**src/rtl/accelerator_standard_fnn_sequencer_pkg.sv**
```systemverilog
// rtl/accelerator_standard_fnn_sequencer_pkg.sv - states, phases and phase-to-dimension mapping
package accelerator_standard_fnn_sequencer_pkg;

   typedef enum logic [3:0] {
      S_IDLE    = 4'd0,
      S_LOAD_W  = 4'd1,
      S_LOAD_K  = 4'd2,
      S_LOAD_U  = 4'd3,
      S_LOAD_B  = 4'd4,
      S_LOAD_X  = 4'd5,
      S_LOAD_R  = 4'd6,
      S_LOAD_H  = 4'd7,
      S_RUN     = 4'd8,
      S_COLLECT = 4'd9,
      S_DONE    = 4'd10
   } state_t;

   typedef enum logic [2:0] {PH_W, PH_K, PH_U, PH_B, PH_X, PH_R, PH_H} phase_t;

   localparam int NUM_PHASES = 7;

   typedef enum logic [2:0] {DIM_ONE, DIM_X, DIM_W, DIM_L, DIM_R} dim_t;

   typedef struct packed {
      dim_t outer;
      dim_t mid;
      dim_t inner;
   } phase_dims_t;

   typedef struct packed {
      logic w_l, w_x, k_i, k_l, k_k, u_l, u_p, b, x, r_i, r_k, h;
   } fnn_en_t;

   // Unused outer levels are size one so every phase runs on the same 3-level counter
   function automatic phase_dims_t phase_dims(input phase_t p);
      case (p)
         PH_W:    return '{DIM_ONE, DIM_L, DIM_X};
         PH_K:    return '{DIM_R, DIM_L, DIM_W};
         PH_U:    return '{DIM_ONE, DIM_L, DIM_L};
         PH_B:    return '{DIM_ONE, DIM_ONE, DIM_L};
         PH_X:    return '{DIM_ONE, DIM_ONE, DIM_X};
         PH_R:    return '{DIM_ONE, DIM_R, DIM_W};
         default: return '{DIM_ONE, DIM_ONE, DIM_L};
      endcase
   endfunction

endpackage

```
**src/rtl/accelerator_standard_fnn_sequencer_if.sv**
```systemverilog
// rtl/accelerator_standard_fnn_sequencer_if.sv - control, operand stream, accelerator and result signals
interface accelerator_standard_fnn_sequencer_if #(
   parameter int DATA_SIZE    = 64,
   parameter int CONTROL_SIZE = 64
);
   logic                    CTRL_START;
   logic                    CTRL_BUSY;
   logic                    CTRL_DONE;
   logic [CONTROL_SIZE-1:0] SIZE_X_IN;
   logic [CONTROL_SIZE-1:0] SIZE_W_IN;
   logic [CONTROL_SIZE-1:0] SIZE_L_IN;
   logic [CONTROL_SIZE-1:0] SIZE_R_IN;
   logic                    SRC_VALID;
   logic                    SRC_READY;
   logic [DATA_SIZE-1:0]    SRC_DATA;
   logic                    FNN_START;
   logic                    FNN_READY;
   logic                    FNN_W_IN_L_ENABLE, FNN_W_IN_X_ENABLE;
   logic                    FNN_K_IN_I_ENABLE, FNN_K_IN_L_ENABLE, FNN_K_IN_K_ENABLE;
   logic                    FNN_U_IN_L_ENABLE, FNN_U_IN_P_ENABLE;
   logic                    FNN_B_IN_ENABLE, FNN_X_IN_ENABLE, FNN_H_IN_ENABLE;
   logic                    FNN_R_IN_I_ENABLE, FNN_R_IN_K_ENABLE;
   logic [DATA_SIZE-1:0]    FNN_W_IN, FNN_K_IN, FNN_U_IN, FNN_B_IN, FNN_X_IN, FNN_R_IN, FNN_H_IN;
   logic                    FNN_H_OUT_ENABLE;
   logic [DATA_SIZE-1:0]    FNN_H_OUT;
   logic                    DST_VALID;
   logic [DATA_SIZE-1:0]    DST_DATA;

   modport master (
      input  CTRL_START, SIZE_X_IN, SIZE_W_IN, SIZE_L_IN, SIZE_R_IN,
      input  SRC_VALID, SRC_DATA, FNN_READY, FNN_H_OUT_ENABLE, FNN_H_OUT,
      output CTRL_BUSY, CTRL_DONE, SRC_READY, FNN_START,
      output FNN_W_IN_L_ENABLE, FNN_W_IN_X_ENABLE,
      output FNN_K_IN_I_ENABLE, FNN_K_IN_L_ENABLE, FNN_K_IN_K_ENABLE,
      output FNN_U_IN_L_ENABLE, FNN_U_IN_P_ENABLE,
      output FNN_B_IN_ENABLE, FNN_X_IN_ENABLE, FNN_H_IN_ENABLE,
      output FNN_R_IN_I_ENABLE, FNN_R_IN_K_ENABLE,
      output FNN_W_IN, FNN_K_IN, FNN_U_IN, FNN_B_IN, FNN_X_IN, FNN_R_IN, FNN_H_IN,
      output DST_VALID, DST_DATA
   );

   modport slave (
      output CTRL_START, SIZE_X_IN, SIZE_W_IN, SIZE_L_IN, SIZE_R_IN,
      output SRC_VALID, SRC_DATA, FNN_READY, FNN_H_OUT_ENABLE, FNN_H_OUT,
      input  CTRL_BUSY, CTRL_DONE, SRC_READY, FNN_START,
      input  FNN_W_IN_L_ENABLE, FNN_W_IN_X_ENABLE,
      input  FNN_K_IN_I_ENABLE, FNN_K_IN_L_ENABLE, FNN_K_IN_K_ENABLE,
      input  FNN_U_IN_L_ENABLE, FNN_U_IN_P_ENABLE,
      input  FNN_B_IN_ENABLE, FNN_X_IN_ENABLE, FNN_H_IN_ENABLE,
      input  FNN_R_IN_I_ENABLE, FNN_R_IN_K_ENABLE,
      input  FNN_W_IN, FNN_K_IN, FNN_U_IN, FNN_B_IN, FNN_X_IN, FNN_R_IN, FNN_H_IN,
      input  DST_VALID, DST_DATA
   );
endinterface

```
**src/rtl/accelerator_standard_fnn_index_counter.sv**
```systemverilog
// rtl/accelerator_standard_fnn_index_counter.sv - 3-level wrapping index counter, innermost level fastest
module accelerator_standard_fnn_index_counter #(
   parameter int WIDTH = 64
) (
   input  logic             clk,
   input  logic             rst_n,
   input  logic             clear,
   input  logic             inc,
   input  logic [WIDTH-1:0] size_outer,
   input  logic [WIDTH-1:0] size_mid,
   input  logic [WIDTH-1:0] size_inner,
   output logic             zero_inner,
   output logic             zero_mid,
   output logic             last
);
   logic [WIDTH-1:0] idx_outer, idx_mid, idx_inner;
   logic             at_outer, at_mid, at_inner;

   assign at_inner   = (idx_inner == size_inner - WIDTH'(1));
   assign at_mid     = (idx_mid   == size_mid   - WIDTH'(1));
   assign at_outer   = (idx_outer == size_outer - WIDTH'(1));
   assign zero_inner = (idx_inner == '0);
   assign zero_mid   = (idx_mid   == '0);
   assign last       = at_outer && at_mid && at_inner;

   // The last element wraps every level, so indices are already zero for the next phase
   always_ff @(posedge clk or negedge rst_n) begin
      if (!rst_n) begin
         idx_outer <= '0;
         idx_mid   <= '0;
         idx_inner <= '0;
      end else if (clear) begin
         idx_outer <= '0;
         idx_mid   <= '0;
         idx_inner <= '0;
      end else if (inc) begin
         if (at_inner) begin
            idx_inner <= '0;
            if (at_mid) begin
               idx_mid <= '0;
               idx_outer <= at_outer ? '0 : idx_outer + WIDTH'(1);
            end else begin
               idx_mid <= idx_mid + WIDTH'(1);
            end
         end else begin
            idx_inner <= idx_inner + WIDTH'(1);
         end
      end
   end
endmodule

```
**src/rtl/accelerator_standard_fnn_sequencer.sv**
```systemverilog
// rtl/accelerator_standard_fnn_sequencer.sv - splits the operand stream into FNN tensors, starts the core, collects H_OUT
module accelerator_standard_fnn_sequencer
   import accelerator_standard_fnn_sequencer_pkg::*;
#(
   parameter int DATA_SIZE    = 64,
   parameter int CONTROL_SIZE = 64
) (
   input logic                            CLK,
   input logic                            RST,
   accelerator_standard_fnn_sequencer_if.master bus
);
   state_t                  state, state_next;
   phase_t                  phase;
   phase_dims_t             cur_dims;
   logic [CONTROL_SIZE-1:0] size_x, size_w, size_l, size_r;
   logic [CONTROL_SIZE-1:0] eff_x, eff_w, eff_l, eff_r;
   logic [CONTROL_SIZE-1:0] size_outer, size_mid, size_inner;
   logic [NUM_PHASES-1:0]   phase_nonempty;
   logic                    in_load, xfer, zero_inner, zero_mid, last_elem;
   logic [DATA_SIZE-1:0]    data_q, dst_data;
   fnn_en_t                 en_q;
   logic [CONTROL_SIZE-1:0] h_count;
   logic                    ready_seen, dst_valid;

   function automatic logic [CONTROL_SIZE-1:0] pick(input dim_t d,
         input logic [CONTROL_SIZE-1:0] x, w, l, r);
      case (d)
         DIM_X:   return x;
         DIM_W:   return w;
         DIM_L:   return l;
         DIM_R:   return r;
         default: return CONTROL_SIZE'(1);
      endcase
   endfunction

   // Lowest non-empty phase at or after 'from'; RUN when nothing is left to load
   function automatic state_t first_load(input logic [NUM_PHASES-1:0] ne, input int from);
      state_t s;
      s = S_RUN;
      for (int i = NUM_PHASES - 1; i >= 0; i--)
         if (i >= from && ne[i]) s = state_t'(4'(i + 1));
      return s;
   endfunction

   assign in_load  = (state >= S_LOAD_W) && (state <= S_LOAD_H);
   assign phase    = phase_t'(3'(4'(state) - 4'(S_LOAD_W)));
   assign xfer     = bus.SRC_VALID && in_load;
   assign cur_dims = phase_dims(phase);

   // Sizes are only latched on the start edge, so IDLE plans the skip from the live inputs
   always_comb begin
      eff_x = size_x;
      eff_w = size_w;
      eff_l = size_l;
      eff_r = size_r;
      if (state == S_IDLE) begin
         eff_x = bus.SIZE_X_IN;
         eff_w = bus.SIZE_W_IN;
         eff_l = bus.SIZE_L_IN;
         eff_r = bus.SIZE_R_IN;
      end
      phase_nonempty = '0;
      for (int p = 0; p < NUM_PHASES; p++)
         phase_nonempty[p] =
            (pick(phase_dims(phase_t'(3'(p))).outer, eff_x, eff_w, eff_l, eff_r) != '0) &&
            (pick(phase_dims(phase_t'(3'(p))).mid,   eff_x, eff_w, eff_l, eff_r) != '0) &&
            (pick(phase_dims(phase_t'(3'(p))).inner, eff_x, eff_w, eff_l, eff_r) != '0);
   end

   assign size_outer = pick(cur_dims.outer, size_x, size_w, size_l, size_r);
   assign size_mid   = pick(cur_dims.mid,   size_x, size_w, size_l, size_r);
   assign size_inner = pick(cur_dims.inner, size_x, size_w, size_l, size_r);

   accelerator_standard_fnn_index_counter #(.WIDTH(CONTROL_SIZE)) u_index (
      .clk        (CLK),
      .rst_n      (RST),
      .clear      (state == S_IDLE),
      .inc        (xfer),
      .size_outer (size_outer),
      .size_mid   (size_mid),
      .size_inner (size_inner),
      .zero_inner (zero_inner),
      .zero_mid   (zero_mid),
      .last       (last_elem)
   );

   always_ff @(posedge CLK or negedge RST) begin
      if (!RST) state <= S_IDLE;
      else      state <= state_next;
   end

   always_comb begin
      state_next = state;
      case (state)
         S_IDLE:    if (bus.CTRL_START) state_next = first_load(phase_nonempty, 0);
         S_LOAD_W, S_LOAD_K, S_LOAD_U, S_LOAD_B, S_LOAD_X, S_LOAD_R, S_LOAD_H:
                    if (xfer && last_elem) state_next = first_load(phase_nonempty, int'(phase) + 1);
         S_RUN:     state_next = S_COLLECT;
         S_COLLECT: if (h_count == size_l && ready_seen) state_next = S_DONE;
         S_DONE:    state_next = S_IDLE;
         default:   state_next = S_IDLE;
      endcase
   end

   always_comb begin
      bus.CTRL_BUSY = (state != S_IDLE);
      bus.CTRL_DONE = (state == S_DONE);
      bus.SRC_READY = in_load;
      bus.FNN_START = (state == S_RUN);
   end

   always_ff @(posedge CLK or negedge RST) begin
      if (!RST) begin
         size_x <= '0;
         size_w <= '0;
         size_l <= '0;
         size_r <= '0;
      end else if (state == S_IDLE && bus.CTRL_START) begin
         size_x <= bus.SIZE_X_IN;
         size_w <= bus.SIZE_W_IN;
         size_l <= bus.SIZE_L_IN;
         size_r <= bus.SIZE_R_IN;
      end
   end

   // Outer enables flag the first element of each outer row, i.e. when all inner indices are zero
   always_ff @(posedge CLK or negedge RST) begin
      if (!RST) begin
         data_q <= '0;
         en_q   <= '0;
      end else begin
         en_q <= '0;
         if (xfer) begin
            data_q <= bus.SRC_DATA;
            case (phase)
               PH_W: begin en_q.w_x <= 1'b1; en_q.w_l <= zero_inner; end
               PH_K: begin
                  en_q.k_k <= 1'b1;
                  en_q.k_l <= zero_inner;
                  en_q.k_i <= zero_inner && zero_mid;
               end
               PH_U: begin en_q.u_p <= 1'b1; en_q.u_l <= zero_inner; end
               PH_B: en_q.b <= 1'b1;
               PH_X: en_q.x <= 1'b1;
               PH_R: begin en_q.r_k <= 1'b1; en_q.r_i <= zero_inner; end
               default: en_q.h <= 1'b1;
            endcase
         end
      end
   end

   always_ff @(posedge CLK or negedge RST) begin
      if (!RST) begin
         h_count    <= '0;
         ready_seen <= 1'b0;
         dst_valid  <= 1'b0;
         dst_data   <= '0;
      end else begin
         dst_valid <= 1'b0;
         if (state == S_IDLE) begin
            h_count    <= '0;
            ready_seen <= 1'b0;
         end
         if (state == S_COLLECT) begin
            if (bus.FNN_READY) ready_seen <= 1'b1;
            if (bus.FNN_H_OUT_ENABLE && h_count != size_l) begin
               dst_data  <= bus.FNN_H_OUT;
               dst_valid <= 1'b1;
               h_count   <= h_count + CONTROL_SIZE'(1);
            end
         end
      end
   end

   assign bus.FNN_W_IN_L_ENABLE = en_q.w_l;
   assign bus.FNN_W_IN_X_ENABLE = en_q.w_x;
   assign bus.FNN_K_IN_I_ENABLE = en_q.k_i;
   assign bus.FNN_K_IN_L_ENABLE = en_q.k_l;
   assign bus.FNN_K_IN_K_ENABLE = en_q.k_k;
   assign bus.FNN_U_IN_L_ENABLE = en_q.u_l;
   assign bus.FNN_U_IN_P_ENABLE = en_q.u_p;
   assign bus.FNN_B_IN_ENABLE   = en_q.b;
   assign bus.FNN_X_IN_ENABLE   = en_q.x;
   assign bus.FNN_R_IN_I_ENABLE = en_q.r_i;
   assign bus.FNN_R_IN_K_ENABLE = en_q.r_k;
   assign bus.FNN_H_IN_ENABLE   = en_q.h;
   assign bus.FNN_W_IN = data_q;
   assign bus.FNN_K_IN = data_q;
   assign bus.FNN_U_IN = data_q;
   assign bus.FNN_B_IN = data_q;
   assign bus.FNN_X_IN = data_q;
   assign bus.FNN_R_IN = data_q;
   assign bus.FNN_H_IN = data_q;
   assign bus.DST_VALID = dst_valid;
   assign bus.DST_DATA  = dst_data;
endmodule

```
**src/flat_wrapper.sv**
```systemverilog
// flat-port wrapper written by rule: the top's interface ports become plain ports
module accelerator_standard_fnn_sequencer_flat import accelerator_standard_fnn_sequencer_pkg::*;
#(
   parameter int DATA_SIZE    = 64,
   parameter int CONTROL_SIZE = 64
)
  (CLK, RST, bus_CTRL_START, bus_SIZE_X_IN, bus_SIZE_W_IN, bus_SIZE_L_IN, bus_SIZE_R_IN, bus_SRC_VALID, bus_SRC_DATA, bus_FNN_READY, bus_FNN_H_OUT_ENABLE, bus_FNN_H_OUT, bus_CTRL_BUSY, bus_CTRL_DONE, bus_SRC_READY, bus_FNN_START, bus_FNN_W_IN_L_ENABLE, bus_FNN_W_IN_X_ENABLE, bus_FNN_K_IN_I_ENABLE, bus_FNN_K_IN_L_ENABLE, bus_FNN_K_IN_K_ENABLE, bus_FNN_U_IN_L_ENABLE, bus_FNN_U_IN_P_ENABLE, bus_FNN_B_IN_ENABLE, bus_FNN_X_IN_ENABLE, bus_FNN_H_IN_ENABLE, bus_FNN_R_IN_I_ENABLE, bus_FNN_R_IN_K_ENABLE, bus_FNN_W_IN, bus_FNN_K_IN, bus_FNN_U_IN, bus_FNN_B_IN, bus_FNN_X_IN, bus_FNN_R_IN, bus_FNN_H_IN, bus_DST_VALID, bus_DST_DATA);
  accelerator_standard_fnn_sequencer_if #(.DATA_SIZE(DATA_SIZE), .CONTROL_SIZE(CONTROL_SIZE)) bus_i ();
  input logic CLK;
  input logic RST;
  input wire logic [$bits(bus_i.CTRL_START)-1:0] bus_CTRL_START;
  input wire logic [$bits(bus_i.SIZE_X_IN)-1:0] bus_SIZE_X_IN;
  input wire logic [$bits(bus_i.SIZE_W_IN)-1:0] bus_SIZE_W_IN;
  input wire logic [$bits(bus_i.SIZE_L_IN)-1:0] bus_SIZE_L_IN;
  input wire logic [$bits(bus_i.SIZE_R_IN)-1:0] bus_SIZE_R_IN;
  input wire logic [$bits(bus_i.SRC_VALID)-1:0] bus_SRC_VALID;
  input wire logic [$bits(bus_i.SRC_DATA)-1:0] bus_SRC_DATA;
  input wire logic [$bits(bus_i.FNN_READY)-1:0] bus_FNN_READY;
  input wire logic [$bits(bus_i.FNN_H_OUT_ENABLE)-1:0] bus_FNN_H_OUT_ENABLE;
  input wire logic [$bits(bus_i.FNN_H_OUT)-1:0] bus_FNN_H_OUT;
  output wire logic [$bits(bus_i.CTRL_BUSY)-1:0] bus_CTRL_BUSY;
  output wire logic [$bits(bus_i.CTRL_DONE)-1:0] bus_CTRL_DONE;
  output wire logic [$bits(bus_i.SRC_READY)-1:0] bus_SRC_READY;
  output wire logic [$bits(bus_i.FNN_START)-1:0] bus_FNN_START;
  output wire logic [$bits(bus_i.FNN_W_IN_L_ENABLE)-1:0] bus_FNN_W_IN_L_ENABLE;
  output wire logic [$bits(bus_i.FNN_W_IN_X_ENABLE)-1:0] bus_FNN_W_IN_X_ENABLE;
  output wire logic [$bits(bus_i.FNN_K_IN_I_ENABLE)-1:0] bus_FNN_K_IN_I_ENABLE;
  output wire logic [$bits(bus_i.FNN_K_IN_L_ENABLE)-1:0] bus_FNN_K_IN_L_ENABLE;
  output wire logic [$bits(bus_i.FNN_K_IN_K_ENABLE)-1:0] bus_FNN_K_IN_K_ENABLE;
  output wire logic [$bits(bus_i.FNN_U_IN_L_ENABLE)-1:0] bus_FNN_U_IN_L_ENABLE;
  output wire logic [$bits(bus_i.FNN_U_IN_P_ENABLE)-1:0] bus_FNN_U_IN_P_ENABLE;
  output wire logic [$bits(bus_i.FNN_B_IN_ENABLE)-1:0] bus_FNN_B_IN_ENABLE;
  output wire logic [$bits(bus_i.FNN_X_IN_ENABLE)-1:0] bus_FNN_X_IN_ENABLE;
  output wire logic [$bits(bus_i.FNN_H_IN_ENABLE)-1:0] bus_FNN_H_IN_ENABLE;
  output wire logic [$bits(bus_i.FNN_R_IN_I_ENABLE)-1:0] bus_FNN_R_IN_I_ENABLE;
  output wire logic [$bits(bus_i.FNN_R_IN_K_ENABLE)-1:0] bus_FNN_R_IN_K_ENABLE;
  output wire logic [$bits(bus_i.FNN_W_IN)-1:0] bus_FNN_W_IN;
  output wire logic [$bits(bus_i.FNN_K_IN)-1:0] bus_FNN_K_IN;
  output wire logic [$bits(bus_i.FNN_U_IN)-1:0] bus_FNN_U_IN;
  output wire logic [$bits(bus_i.FNN_B_IN)-1:0] bus_FNN_B_IN;
  output wire logic [$bits(bus_i.FNN_X_IN)-1:0] bus_FNN_X_IN;
  output wire logic [$bits(bus_i.FNN_R_IN)-1:0] bus_FNN_R_IN;
  output wire logic [$bits(bus_i.FNN_H_IN)-1:0] bus_FNN_H_IN;
  output wire logic [$bits(bus_i.DST_VALID)-1:0] bus_DST_VALID;
  output wire logic [$bits(bus_i.DST_DATA)-1:0] bus_DST_DATA;
  assign bus_i.CTRL_START = bus_CTRL_START;
  assign bus_i.SIZE_X_IN = bus_SIZE_X_IN;
  assign bus_i.SIZE_W_IN = bus_SIZE_W_IN;
  assign bus_i.SIZE_L_IN = bus_SIZE_L_IN;
  assign bus_i.SIZE_R_IN = bus_SIZE_R_IN;
  assign bus_i.SRC_VALID = bus_SRC_VALID;
  assign bus_i.SRC_DATA = bus_SRC_DATA;
  assign bus_i.FNN_READY = bus_FNN_READY;
  assign bus_i.FNN_H_OUT_ENABLE = bus_FNN_H_OUT_ENABLE;
  assign bus_i.FNN_H_OUT = bus_FNN_H_OUT;
  assign bus_CTRL_BUSY = bus_i.CTRL_BUSY;
  assign bus_CTRL_DONE = bus_i.CTRL_DONE;
  assign bus_SRC_READY = bus_i.SRC_READY;
  assign bus_FNN_START = bus_i.FNN_START;
  assign bus_FNN_W_IN_L_ENABLE = bus_i.FNN_W_IN_L_ENABLE;
  assign bus_FNN_W_IN_X_ENABLE = bus_i.FNN_W_IN_X_ENABLE;
  assign bus_FNN_K_IN_I_ENABLE = bus_i.FNN_K_IN_I_ENABLE;
  assign bus_FNN_K_IN_L_ENABLE = bus_i.FNN_K_IN_L_ENABLE;
  assign bus_FNN_K_IN_K_ENABLE = bus_i.FNN_K_IN_K_ENABLE;
  assign bus_FNN_U_IN_L_ENABLE = bus_i.FNN_U_IN_L_ENABLE;
  assign bus_FNN_U_IN_P_ENABLE = bus_i.FNN_U_IN_P_ENABLE;
  assign bus_FNN_B_IN_ENABLE = bus_i.FNN_B_IN_ENABLE;
  assign bus_FNN_X_IN_ENABLE = bus_i.FNN_X_IN_ENABLE;
  assign bus_FNN_H_IN_ENABLE = bus_i.FNN_H_IN_ENABLE;
  assign bus_FNN_R_IN_I_ENABLE = bus_i.FNN_R_IN_I_ENABLE;
  assign bus_FNN_R_IN_K_ENABLE = bus_i.FNN_R_IN_K_ENABLE;
  assign bus_FNN_W_IN = bus_i.FNN_W_IN;
  assign bus_FNN_K_IN = bus_i.FNN_K_IN;
  assign bus_FNN_U_IN = bus_i.FNN_U_IN;
  assign bus_FNN_B_IN = bus_i.FNN_B_IN;
  assign bus_FNN_X_IN = bus_i.FNN_X_IN;
  assign bus_FNN_R_IN = bus_i.FNN_R_IN;
  assign bus_FNN_H_IN = bus_i.FNN_H_IN;
  assign bus_DST_VALID = bus_i.DST_VALID;
  assign bus_DST_DATA = bus_i.DST_DATA;
  accelerator_standard_fnn_sequencer #(.DATA_SIZE(DATA_SIZE), .CONTROL_SIZE(CONTROL_SIZE)) u_core (.CLK(CLK), .RST(RST), .bus(bus_i));
endmodule
```
**config.mk**
```make
export PLATFORM = sky130hd
export DESIGN_NAME = accelerator_standard_fnn_sequencer_flat
export DESIGN_NICKNAME = d
export VERILOG_FILES = /design/src/rtl/accelerator_standard_fnn_sequencer_pkg.sv /design/src/rtl/accelerator_standard_fnn_sequencer_if.sv /design/src/rtl/accelerator_standard_fnn_index_counter.sv /design/src/rtl/accelerator_standard_fnn_sequencer.sv /design/src/flat_wrapper.sv
export SDC_FILE = /design/constraint.sdc
export NUM_CORES = 2
export LEC_CHECK = 0
export CAP_MARGIN = 30
export CORE_ASPECT_RATIO = 1.4
export CORE_MARGIN = 2
export CORE_UTILIZATION = 24
export DETAILED_ROUTE_END_ITERATION = 16
export DONT_BUFFER_PORTS = 1
export HOLD_SLACK_MARGIN = 0.05
export PLACE_DENSITY = 0.48
export SYNTH_ARGS = -nofsm -noshare
export SYNTH_HDL_FRONTEND = slang
export SYNTH_SLANG_ARGS = --single-unit
```
**constraint.sdc**
```tcl
create_clock -name CLK -period 19.45 [get_ports CLK]
set_input_delay 2.9175 -clock CLK [delete_from_list [all_inputs] [get_ports CLK]]
set_output_delay 2.9175 -clock CLK [all_outputs]
set_load 0.1 [all_outputs]
```
After elaboration in Yosys (flattened, before gate mapping)
Cells that the tools add are included.
{"block": "op_classes", "add_sub_neg": 9, "magnitude_cmp": 9, "n_eq_ne": 35, "mux": 52, "reduce_logical": 38}
{"operator": "$mux 64", "n": 19}
{"operator": "$pmux 64 s4", "n": 3}
{"operator": "$add 64x1->64 const B", "n": 4}
{"operator": "$eq 64x64->1", "n": 4}
{"operator": "$reduce_bool 64->1", "n": 4}
{"operator": "$sub 64x1->64 const B", "n": 3}
{"operator": "$logic_not 64->1", "n": 2}
{"operator": "$ge 4x32->1 const A", "n": 3}
{"operator": "$ge 3x32->1 const A", "n": 2}
{"operator": "$ne 64x64->1", "n": 1}
{"operator": "$mux 4", "n": 15}
{"operator": "$pmux 9 s5", "n": 1}
{"operator": "$ge 1x32->1 const A", "n": 1}
{"operator": "$ge 2x32->1 const A", "n": 1}
{"operator": "$eq 3x2->1 const B", "n": 8}
{"operator": "$logic_and 1x1->1", "n": 20}
{"operator": "$eq 4x3->1 const B", "n": 4}
{"operator": "$pmux 4 s4", "n": 1}
{"operator": "$eq 3x3->1 const B", "n": 5}
{"operator": "$eq 3x1->1 const B", "n": 4}
{"operator": "$eq 4x4->1 const B", "n": 3}
{"operator": "$mux 12", "n": 1}
{"operator": "$eq 4x2->1 const B", "n": 2}
{"operator": "$mux 1", "n": 8}
{"operator": "17 further kinds", "n": 24}
{"block": "totals", "regBits": 658, "in_bits": 390, "output_inout_bits": 529}

Depth between registers and ports, before layout
{"block": "logic_depth", "depth_word": 13, "ltp_mapped": 32, "mapped_depth_nobuf": 19}

Hierarchy
From an unflattened synthesis, not the netlist that was laid out.
{"block": "unflattened", "cells_unflattened": 4911, "hier_area_um2": 43284.0}
{"mod": "accelerator_standard_fnn_sequencer", "n_inst": 1, "cells_per_inst": 2565, "area_each_um2": 25495.7, "seq_area_each_um2": 11661.2}
{"mod": "accelerator_standard_fnn_index_counter", "n_inst": 1, "cells_per_inst": 2346, "area_each_um2": 17788.3, "seq_area_each_um2": 4804.6}

Worst setup path before layout
Ideal clock, no wire load.
{"block": "synth_timing", "path_kind": "reg-to-output", "start": "reg u_core.state[0]", "end": "out bus_CTRL_DONE", "arrival_time_ns": 4.429, "t_required_ns": 16.533, "path_slack_ns": 12.103, "path_stages_with_launch": 12, "path_buffers": 8, "path_cell_list": "dfrtp_1 inv_1 ha_1 buf_6 buf_6 buf_2 buf_2 buf_2 buf_2 buf_2 clkbuf_1 nor3b_1"}
{"block": "synth_via", "elab_chain_cells": 1}
{"element": "start, declared", "line_no": "accelerator_standard_fnn_sequencer.sv:12", "rtl": "state_t state, state_next;"}
{"element": "start signal, assigned", "line_no": "accelerator_standard_fnn_sequencer.sv:89", "rtl": "else state <= state_next;"}
{"element": "$eq 4x4->1", "line_no": "accelerator_standard_fnn_sequencer.sv:107", "rtl": "bus.CTRL_DONE = (state == S_DONE);"}
{"element": "end, declared", "line_no": "flat_wrapper.sv:22", "rtl": "output wire logic [$bits(bus_i.CTRL_DONE)-1:0] bus_CTRL_DONE;"}
No other way between the ends.

Worst setup path in the final report
{"block": "layout_timing", "start": "reg u_core.state[0]", "end": "reg u_core.u_index.idx_outer[23]"}
{"block": "layout_via", "elab_chain_cells": 12, "word_cells_on_any_way": 42, "cone_classes": "4 x add/sub; 2 x order compare; 19 x eq/ne; 9 x mux; 8 x reduce/logical"}
{"element": "$sub 3x1->3", "line_no": "accelerator_standard_fnn_sequencer.sv:46", "rtl": "assign phase = phase_t'(3'(4'(state) - 4'(S_LOAD_W)));"}
{"element": "$eq 3x3->1, or another cell as far along", "line_no": "accelerator_standard_fnn_sequencer_pkg.sv:36", "rtl": "case (p)"}
{"element": "$pmux 9 s5", "line_no": "accelerator_standard_fnn_sequencer_pkg.sv:36"}
{"element": "$eq 3x3->1, or another cell as far along", "line_no": "accelerator_standard_fnn_sequencer.sv:27", "rtl": "case (d)"}
{"element": "$pmux 64 s4", "line_no": "accelerator_standard_fnn_sequencer.sv:27"}
{"element": "$sub 64x1->64", "line_no": "accelerator_standard_fnn_index_counter.sv:21", "rtl": "assign at_outer = (idx_outer == size_outer - WIDTH'(1));"}
{"element": "$eq 64x64->1", "line_no": "accelerator_standard_fnn_index_counter.sv:21"}
{"element": "$mux 64", "line_no": "accelerator_standard_fnn_index_counter.sv:41", "rtl": "idx_outer <= at_outer ? '0 : idx_outer + WIDTH'(1);"}
{"element": "$mux 64", "line_no": "accelerator_standard_fnn_index_counter.sv:39", "rtl": "if (at_mid) begin"}
{"element": "$mux 64", "line_no": "accelerator_standard_fnn_index_counter.sv:37", "rtl": "if (at_inner) begin"}
{"element": "$mux 64", "line_no": "accelerator_standard_fnn_index_counter.sv:36", "rtl": "end else if (inc) begin"}
{"element": "$mux 64", "line_no": "accelerator_standard_fnn_index_counter.sv:32", "rtl": "end else if (clear) begin"}
{"element": "end signal, assigned", "line_no": "accelerator_standard_fnn_index_counter.sv:41"}
{"element": "end, declared", "line_no": "accelerator_standard_fnn_index_counter.sv:16", "rtl": "logic [WIDTH-1:0] idx_outer, idx_mid, idx_inner;"}
Several ways; a longest one is shown, not always the timed one. The select of a mux whose other input is x is not followed.
A chain may end at the register's enable or synchronous reset.

==> results.cfg <==
[flow_run]
max_cap_viol_count = 0

[critical_path]
critical_path_peak_fanout = 120
critical_path.reg2reg.startpoint = u_core.state[0]$_DFFE_PN0P_
slowest_delay_ns = 0.75
r2r_setup_slk_ns = 10.98
timing.critical_path.to_type = flip-flop
crit-reg2reg-capture = u_core.u_index.idx_outer[23]$_DFFE_PN0P_
critPathSlowestCell = sky130_fd_sc_hd__or4_1
worstSetupStartpointType = flip-flop
path_class = flip-flop to flip-flop
worst-endpoint-arrival_ns = 9.09
data_required_time_at_the_worst_endpoint_ns = 20.07
reg2regPathDepth = 20
crit_path_cell_trace = inv_1 -> ha_1 -> ha_2 -> buf_4 -> inv_1 -> nand2_1 -> buf_4 -> o221ai_1 -> or4_1 -> or4_1 -> o211ai_1 -> xor2_1 -> nand4_1 -> or4_1 -> nor4_1 -> or3b_4 -> buf_4 -> buf_16 -> or4b_1 -> a21oi_1

[worst_hold_path]
hold_start = u_core.h_count[63]$_DFF_PN0_
holdCritPathClass = flip-flop to flip-flop
timing.hold.worst_path_depth = 1
min_to = u_core.h_count[63]$_DFF_PN0_

[route]
drt_first_iter_violations = 4367
dr.pass1.iters = 8
routed-wl-met2_um = 117000
detail_route.vias_per_cell = 5.78
wl_per_instance_um = 32.7
met1_length_um = 90100
route.detailed.drc = 0
highest-signal-layer = met5
finalWirelength_um = 248000
num_vias = 44000
antenna_violating_nets_post_route = 0
met3_length_um = 21900

[global_routing]
pin_count_of_the_biggest_net_entering_global_routing = 659
grt_usage_pct = 24.3
grt_pass1_vias = 42700
overflow = 0
grt_pass1_wl_um = 344000
grt_antenna_before_repair = 34

[floorplanning]
starting_density_pct = 24.1
dieWidth_um = 376
floorplan.die_area_um2 = 197000
die_h_um = 525
std_cell_rows = 191
design.portCount = 919
fp.coreArea_um2 = 193000

[yosys]
synth_cell_types = 92
synth_edf_count = 0
synth.ff_latch_count = 658
synth-main-ff-cell = sky130_fd_sc_hd__dfrtp_1
synth_cells = 5493
syn-num-nets = 5902
synth_area_per_cell_um2 = 8.46
post_synth_instance_area_um2 = 46500
ys_async_sr_fraction_pct = 100
yosys_warnings = 0
ys_seq_area_share_pct = 35.4

[sta]
finalHoldViolCount = 0
final_count_of_pins_violating_max_slew = 0
post-route-period-util_pct = 43.6
setup_viol = 0
fmax_mhz = 118
setup_tns_ns = 0
worstMarginPinSlew_ns = 1.24
max_slew_margin_pct = 17.3
final_period_minus_worst_setup_slack_ns = 8.47
rsz0062_at_grt = false
final.setup_skew_ns = 0.0540

[power_and_ir_drop]
worst_ir_drop_vdd_uv = 68.3
power.leakage_nw = 21.4
power.density_cell_area_nw_per_um2 = 75.7

[placement]
dp.final_hpwl_um = 194000
placed_cells_incl_taps = 7438
place_congestion = 0.982
buffer_ports.inserted = 0

[layout]
drive_gt1_share_pct = 14.6
synthToLayoutAreaGrowth_pct = 10.8
nets = 5425
instances_no_fill = 7608

[clocking]
clock_tree.root_cell = sky130_fd_sc_hd__clkbuf_16
clock_path_buffers = 3
post_cts_resized = 0
number_of_levels_the_h_tree_was_split_into = 3
postCtsSetupBuffers = 0
cts_tree = built
clk_transition_reported_paths_ns = 0.06
clock_insertion_delay_worst_skew_ns = 0.75
cts-hold-fix-buffers = 0
cts_buffers = 79
cts.sink_count = 658

[outcome]
status = complete, no violations
cells in the mapped netlist, drive strengths merged (52+ instances only):
cell type	count	area, µm²
nand2	689	2590
dfrtp	658	16500
buf	463	3320
nor2	317	1190
clkbuf	311	1170
o21ai	275	1380
mux2	259	2920
a21oi	246	1230
nor4	237	1500
nand3	233	1170
xnor2	222	1940
nand4	161	1010
and3	119	744
nor3	110	551
or3	95	594
or4	79	593
xor2	72	631
and2	64	400
inv	59	221
o31ai	53	398
nor2b	52	325
registers in the layout (all words and copies together), names as in the netlist, 4 cells and up:
register and cells:
u_core.size_l 64, u_core.u_index.idx_inner 64, u_core.u_index.idx_mid 64, u_core.size_r 64, u_core.bus.DST_DATA 64, u_core.u_index.idx_outer 64
u_core.size_x 64, u_core.h_count 64, u_core.bus.FNN_B_IN 64, u_core.size_w 64, u_core.state 4
per-stage QoR:
stage / utilization, % / area (µm²) / total power [W] / hold slack (ns) / setup slack [ns]
final: 26.7 / 51500 / 0.00390 / 0.520 / 10.98
after global routing: 26.7 / 51400 / 0.00401 / 0.525 / 10.62
after CTS: 26.6 / 51300 / 0.00392 / 0.517 / 11.01
after detailed placement: 25.1 / 48500 / 0.00226 / 0.506 / 11.07
after global placement: 25.0 / 48300 / 0.00226 / 0.494 / 11.20
after floorplan: - / 46500 / 0.00221 / 0.473 / 12.10
final cells by class:
type | count | area, µm²
fill | 20600 | 141000
clock buffer | 108 | 2240
timing repair buffer | 216 | 3160
inverter | 59 | 223
tap | 2509 | 3140
sequential | 658 | 16700
multi-input combinational | 4002 | 25400
antenna | 22 | 55.1
clock inverter | 34 | 567
layer usage:
metal	up-vias	track usage, %
met5	-	0
met3	701	6.43
met2	2546	40.4
met4	36	16.0
li1	18800	-
met1	21900	27.3
cells in the final DEF (no fill, tap or decap), types with 79 or more instances in the layout:
cell type	n
sky130_fd_sc_hd__clkbuf_16	79
sky130_fd_sc_hd__nand3_1	231
sky130_fd_sc_hd__nor4_1	234
sky130_fd_sc_hd__o21ai_0	272
sky130_fd_sc_hd__and3_1	118
sky130_fd_sc_hd__dfrtp_1	594
sky130_fd_sc_hd__a21oi_1	246
sky130_fd_sc_hd__nor3_1	109
sky130_fd_sc_hd__nand2_1	687
sky130_fd_sc_hd__nand4_1	160
sky130_fd_sc_hd__buf_4	131
sky130_fd_sc_hd__mux2_2	259
sky130_fd_sc_hd__xnor2_1	222
sky130_fd_sc_hd__nor2_1	311
sky130_fd_sc_hd__or4_1	79
sky130_fd_sc_hd__or3_1	95
report_power, final:
group / internal, W / switching (W) / total, W / leakage [nW]
clock network: 0.000937 / 0.000699 / 0.00164 / 1.35
logic: 0.0000852 / 0.000535 / 0.000620 / 11.2
registers: 0.00139 / 0.000251 / 0.00164 / 8.90
how the worst max path moves through the flow:
stage                                start  slack, ns                                  endpoint
6_report       u_core.state[0]$_DFFE_PN0P_      10.98  u_core.u_index.idx_outer[23]$_DFFE_PN0P_
5_1_grt        u_core.state[0]$_DFFE_PN0P_      10.62  u_core.u_index.idx_outer[43]$_DFFE_PN0P_
4_1_cts        u_core.state[0]$_DFFE_PN0P_      11.01  u_core.u_index.idx_outer[16]$_DFFE_PN0P_
3_5_place_dp   u_core.state[0]$_DFFE_PN0P_      11.07  u_core.u_index.idx_outer[23]$_DFFE_PN0P_
3_3_place_gp   u_core.state[0]$_DFFE_PN0P_      11.20  u_core.u_index.idx_outer[39]$_DFFE_PN0P_
2_1_floorplan  u_core.state[0]$_DFFE_PN0P_      12.10                             bus_CTRL_DONE
critical path: cells and delay by family, from the launching register on:
kind	cells	cell delay [ns]
AND/OR/NAND/NOR	8	3.94
buffers and inverters	6	1.94
AO/OA/AOI/OAI	3	0.87
adder cells (fa/ha/maj)	2	0.71
flip-flops	1	0.49
XOR/XNOR	1	0.19
logic make-up (layout without fill, tap and decap cells):
kind of cell,count (synthesis),after routing,share of synthesized area [%]
compound gates,1052,1052,15.0
xor+xnor,294,294,5.54
simple gates,2345,2345,26.3
flops,658,658,35.4
fa+ha+maj,19,19,0.512
other cells,0,22,0
mux,292,292,6.99
buf+inv,833,417,10.2
Note: power is estimated with default switching activity, not from simulation.
